[config.mk]
export PLATFORM = sky130hd
export DESIGN_NAME = mem_port_arbiter
export DESIGN_NICKNAME = d
export VERILOG_FILES = /design/src/rtl/mem_port_arbiter.sv
export SDC_FILE = /design/constraint.sdc
export NUM_CORES = 1
export LEC_CHECK = 0
export ABC_AREA = 1
export CAP_MARGIN = 20
export CORE_AREA = 2 2 202 204
export CTS_CLUSTER_SIZE = 28
export DETAILED_ROUTE_END_ITERATION = 7
export DIE_AREA = 0 0 204 206
export PLACE_DENSITY = 0.56
export SETUP_SLACK_MARGIN = 0.3
export SLEW_MARGIN = 0
export SYNTH_ARGS = -nofsm -noshare
export SYNTH_HDL_FRONTEND = slang
export SYNTH_SLANG_ARGS = --single-unit
[constraint.sdc]
create_clock -name clk -period 1.55 [get_ports clk]
set_input_delay 0.155 -clock clk [delete_from_list [all_inputs] [get_ports clk]]
set_output_delay 0.155 -clock clk [all_outputs]
set_load 0.05 [all_outputs]
[src/rtl/mem_port_arbiter.sv]
// rtl/mem_port_arbiter.sv - round-robin sequencer sharing one fixed-latency memory between fetch and data ports
// Every memory-side and requester-side output is a register written by the single FSM block.

module mem_port_arbiter #(
  parameter int MEM_LAT = 2,
  parameter int ADDR_W  = 64,
  parameter int DATA_W  = 64
) (
  input  logic              clk,
  input  logic              rst,
  input  logic              if_req,
  input  logic [ADDR_W-1:0] if_addr,
  output logic [DATA_W-1:0] if_rdata,
  output logic              if_done,
  input  logic              d_req,
  input  logic              d_we,
  input  logic [ADDR_W-1:0] d_addr,
  input  logic [DATA_W-1:0] d_wdata,
  output logic [DATA_W-1:0] d_rdata,
  output logic              d_done,
  output logic [ADDR_W-1:0] mem_addr,
  output logic              mem_re,
  output logic              mem_we,
  output logic [DATA_W-1:0] mem_wdata,
  input  logic [DATA_W-1:0] mem_rdata,
  output logic              busy
);

  localparam int CNT_W = $clog2(MEM_LAT + 1);

  typedef enum logic [1:0] {IDLE, ISSUE, WAIT, RESP} state_t;
  typedef enum logic {OWN_IF, OWN_D} port_t;

  state_t           state;
  port_t            owner;
  port_t            last;
  logic             is_write;
  logic [CNT_W-1:0] cnt;

  logic grant_d;
  logic grant_store;

  // On a tie the data port wins only if fetch was served last.
  always_comb begin
    grant_d     = d_req & (~if_req | (last == OWN_IF));
    grant_store = grant_d & d_we;
  end

  always_ff @(posedge clk) begin
    if (rst) begin
      state     <= IDLE;
      owner     <= OWN_IF;
      last      <= OWN_D;
      is_write  <= 1'b0;
      cnt       <= '0;
      mem_re    <= 1'b0;
      mem_we    <= 1'b0;
      mem_addr  <= '0;
      mem_wdata <= '0;
      if_done   <= 1'b0;
      d_done    <= 1'b0;
      if_rdata  <= '0;
      d_rdata   <= '0;
      busy      <= 1'b0;
    end else begin
      if_done <= 1'b0;
      d_done  <= 1'b0;
      mem_re  <= 1'b0;
      mem_we  <= 1'b0;
      case (state)
        IDLE: begin
          if (if_req | d_req) begin
            state    <= ISSUE;
            busy     <= 1'b1;
            owner    <= grant_d ? OWN_D : OWN_IF;
            last     <= grant_d ? OWN_D : OWN_IF;
            is_write <= grant_store;
            mem_addr <= grant_d ? d_addr : if_addr;
            if (grant_store) begin
              mem_wdata <= d_wdata;
            end
            // Strobes are launched here so they are high exactly during ISSUE.
            mem_re <= ~grant_store;
            mem_we <= grant_store;
          end
        end
        ISSUE: begin
          if (is_write) begin
            state <= RESP;
            if (owner == OWN_D) d_done <= 1'b1;
            else                if_done <= 1'b1;
          end else begin
            state <= WAIT;
            cnt   <= CNT_W'(MEM_LAT - 1);
          end
        end
        WAIT: begin
          if (cnt != '0) begin
            cnt <= cnt - CNT_W'(1);
          end else begin
            state <= RESP;
            if (owner == OWN_D) begin
              d_rdata <= mem_rdata;
              d_done  <= 1'b1;
            end else begin
              if_rdata <= mem_rdata;
              if_done  <= 1'b1;
            end
          end
        end
        RESP: begin
          state <= IDLE;
          busy  <= 1'b0;
        end
        default: begin
          state <= IDLE;
          busy  <= 1'b0;
        end
      endcase
    end
  end

endmodule

======== After elaboration in Yosys (flattened, before gate mapping) ========
Index checks and enable logic that the tools add are counted.
operators by class
  reduce and logical (&&, ||, !) cells .... 12
  muxes and demuxes ....................... 19
  bitwise logic cells ..................... 11
  $add $sub $neg .......................... 1
  eq/ne operators ......................... 7
operators by type and width
  operator                                                                count
  64-bit 2-to-1 mux                                                       1
  3-bit AND reduction                                                     4
  1-bit 2-to-1 mux                                                        9
  2-bit 2-to-1 mux                                                        4
  2-bit != test (second input constant)                                   4
  2-bit case mux with 4 select lines                                      1
  1-bit inverter                                                          7
  1-bit case mux with 2 select lines                                      3
  2-bit AND reduction                                                     3
  2-bit nonzero test                                                      3
  2-bit equality test (second input constant)                             2
  2-bit case mux with 2 select lines                                      1
  3-bit OR reduction                                                      1
  1-bit AND                                                               2
  2-bit by 1-bit equality test with 1-bit output (second input constant)  1
  2-bit zero test                                                         1
  1-bit bitwise OR                                                        2
  2-bit by 1-bit subtractor with 2-bit output (second input constant)     1
storage, ports and cells
  flip-flop bits (word level) ............. 268
  logic and storage cells ................. 64
  output and inout bits ................... 261
  input bits .............................. 261

======== Logic depth before layout (Yosys ltp) ========
  depth in word-level cells ............... 5
  depth in mapped cells ................... 9
  depth with buffers taken out ............ 8

======== Least setup slack after synthesis ========
OpenSTA, ideal clock, no wires.
  kind .................................... reg2reg
  start ................................... register state[0]
  end ..................................... register d_rdata[53]
  setup time .............................. 0.128 ns
  path buffers ............................ 2
  required time ........................... 1.422 ns
  stages on the path, launching flop included .. 7
  clock period less this slack ............ 1.560 ns
  arrival time ............................ 1.431 ns
  path slack .............................. -0.010 ns
  cell sequence ........................... dfxtp_1 > inv_1 > ha_1 > nand3_1 > clkbuf_1 > clkbuf_1 > a21oi_1
on the way
  cells in the longest elaborated chain, start to end .. 2
ends and longest elaborated chain
  item                           line  source
  from (decl)                    34    state_t state;
  from (signal assigned)         51    state <= IDLE;
  from (signal assigned)         73    state <= ISSUE;
  from (signal assigned)         89    state <= RESP;
  2-bit equality test            70    case (state)
  3-bit AND reduction (no line)  --
  to (signal assigned)           103   d_rdata <= mem_rdata;
  to (decl)                      19    output logic [DATA_W-1:0] d_rdata,
Every way passes these cells.
A chain may end at the register's enable or synchronous reset.

======== Worst setup path in the final report ========
  start ................................... register state[1]
  end ..................................... register mem_wdata[26]
on the way
  cells in the longest elaborated chain, start to end .. 2
ends and longest elaborated chain
  item                           line  source
  2-bit zero test                70
  3-bit AND reduction (no line)  --
  to (signal assigned)           80    mem_wdata <= d_wdata;
  to (decl)                      24    output logic [DATA_W-1:0] mem_wdata,
Every way passes these cells.

==> results.ini <==
[pwr]
power_density_mw_per_mm2=1780
p_int_mw=19.3
p_comb_share_pct=51.0
cellLeakagePower_nw=8.74
vdd_drop_max_uv=893
swShare_pct=43.3
p_switching_mw=14.7
clock_power_share_pct=21.2
pwr-share-seq_pct=27.7

[floorplan]
die_h_um=206
die-area_mm2=0.0420
initial_core_util_pct=26.9
row_count=74
coreArea_mm2=0.0402
io_pins=522
die_x_um=204

[worst_hold_path]
whs_endpoint=mem_wdata[29]$_SDFFE_PP0P_
hold_start=d_wdata[29]
min_delay_path_depth=3
hold_class=in -> reg

[timing]
finalHoldViolCount=0
tns_ns=0
min_period_ns=1.46
clock-skew-final_ns=0.0144
setup_viol=0
fmax_mhz=687
maxSlewHeadroom_pct=82.9
grt_setup_unrepaired=true
worst-slew-pin-transition_ns=0.256
min_period_over_period_pct=93.9
slew_violations=0

[yosys]
synthCells=1590
yosysTopAreaCell=dfxtp_1
synth_top_area_share_pct=49.6
ys_types=19
ys_seq_area_share_pct=49.6
syn-cell-area_mm2=0.0108
syn_avg_cell_area_um2=6.81
syn_nets=1859
ys.warnings.count=0
yosys-top-cells-area=dfxtp_1 50%, nor2_1 16%, nand2_1 9.5%
ys_ff_latch=268

[global_route]
antenna_found_initial=1
grt_pass1_wl_um=61200
grt.total_usage_pct=18.4
grt_max_degree=45
grt_pass1_vias=10900
grt_overflow=0

[detailed_routing]
dr_total_vias=11800
first_pass_iters=7
wire_per_inst_um=16.0
drtAntennaViolNets=0
drt-vias-per-instance=4.34
first_iter_violations=562
drc=0
wirelength_um=43400

[placement]
gp_congestion=0.840
dp_hpwl_um=27900
port_buffers=521

[clock_tree]
cts_hold_buf=0
clock_latency_ns=0.56
h-tree-depth=1
clk_pin_slew_ns=0.07
cts_root_buf=clkbuf_16
numCtsBuffers=31
cts_sinks=268
cts_buffer_depth=3
cts_tree=yes

[worst_setup_path]
start_kind=flip-flop
cp-startpoint=state[1]$_SDFFE_PP0P_
rrSetupSlack_ns=0.09
reg2reg_from=state[1]$_SDFFE_PP0P_
worstPathArrival_ns=1.96
criticalPathCategory=reg -> reg
reg2regPathDepth=9
r2r_end=mem_wdata[26]$_SDFFE_PP0P_
endpoint_kind=flip-flop
cp_max_fo=8
crit_required_ns=2.05

[finish]
areaGrowthSynthToFinish_pct=76.4
filler_cell_count=3987
mostFrequentLayoutCell=nor2_1
final_core_utilization_pct=47.5
mostFrequentLayoutCells=407 x nor2_1, 295 x buf_4, 265 x dfxtp_1, 260 x clkdlybuf4s50_1, 239 x nand2_1
nets=2424
drive_above_1_share_pct=25.7

[flow_run]
cap_violations=0

[status]
status=finished clean

-- worst max-delay path by stage --
stage / to / slack, ns / depth (start not counted)
floorplan: mem_addr[43]$_SDFFE_PP0P_ / 0.28 / 8
CTS: mem_addr[9]$_SDFFE_PP0P_ / 0.09 / 9
detailed placement: mem_addr[27]$_SDFFE_PP0P_ / -0.14 / 7
finish: mem_wdata[26]$_SDFFE_PP0P_ / 0.09 / 9
global placement: mem_addr[60]$_SDFFE_PP0P_ / -0.14 / 7
global route: mem_wdata[26]$_SDFFE_PP0P_ / 0.01 / 9
-- cell type report --
cell class	instances	area (um^2)	area share [%]
repair buffers	629	6410	33.6
well taps	532	666	3.49
multi-input cells	1018	4830	25.3
clock inverters	15	131	0.688
flip-flops and latches	268	5370	28.1
diodes	1	2.50	0.0131
inverters	206	800	4.19
repair inverters	1	8.76	0.0459
clock buffers	42	867	4.54
-- cell usage after synthesis --
master / number
a21oi_1: 70
a21oi_2: 1
a31oi_1: 1
and3_1: 1
buf_2: 43
buf_4: 3
clkbuf_1: 52
dfxtp_1: 268
ha_1: 8
inv_1: 203
inv_2: 3
nand2_1: 274
nand3_1: 7
nand4_1: 1
nor2_1: 456
nor2_2: 1
nor3_1: 2
o21ai_0: 171
o21ai_1: 25
-- stage by stage --
stage / cells / area (um^2) / hold WS [ns] / total power, mW / setup slack [ns]
6_report: 2712 / 19100 / 0.167 / 34.0 / 0.0947
5_1_grt: 2711 / 19100 / 0.152 / 35.8 / 0.0104
4_1_cts: 2688 / 18100 / 0.130 / 32.5 / 0.0926
3_5_place_dp: 2601 / 16400 / 0.436 / 23.8 / -0.137
3_3_place_gp: 2601 / 16400 / 0.432 / 23.6 / -0.143
2_1_floorplan: 1590 / 11000 / 0.217 / 19.1 / 0.276
-- registers in the layout, indices dropped and copies added (netlist names) --
name,cells
busy,1
cnt,2
d_done,1
d_rdata,64
if_done,1
if_rdata,64
is_write,1
last,1
mem_addr,64
mem_re,1
mem_wdata,64
mem_we,1
owner,1
state,2
-- logic make-up after synthesis --
logic type                 Yosys count  share of synthesized area (%)
AOI/OAI and AO/OA                  268                           12.4
buffers and inverters              304                           11.1
and+or+nand+nor                    742                           25.9
adders and majority gates            8                          0.925
DFF                                268                           49.6
-- worst max-delay path: stages, from the launching register on --
cell and delay (ns):
dfxtp_4 0.37, inv_4 0.06, ha_4 0.15, nand4_1 0.09, buf_6 0.17, buf_8 0.14, clkbuf_16 0.18, nand2_2 0.05
nand2_1 0.05, nor2_1 0.13
-- power by group through the flow --
stage	registers [mW]	logic, mW	clock network [mW]
5_1_grt	9.61	18.4	7.72
2_1_floorplan	14.6	4.52	0
4_1_cts	9.40	15.6	7.44
3_3_place_gp	9.48	14.2	0
6_report	9.43	17.3	7.22
3_5_place_dp	9.52	14.3	0
-- per-layer routing --
metal  up-vias  global-route usage [%]  part of all wire (%)
met5         -                       0                 0.030
met4         2                    6.63                   3.1
met3        75                    5.08                   8.1
met2       450                    30.8                    48
met1      5255                    22.5                    41
li1       5975                       -                     -
-- repair_timing --
action / CTS / global route
pin swaps: 8 / 26
resized for setup: 84 / 196
setup buffers: 15 / 3
cloned: 15 / 20
setup endpoints to repair: 524 / 528
No activity file was read; power rests on OpenSTA's default activity.
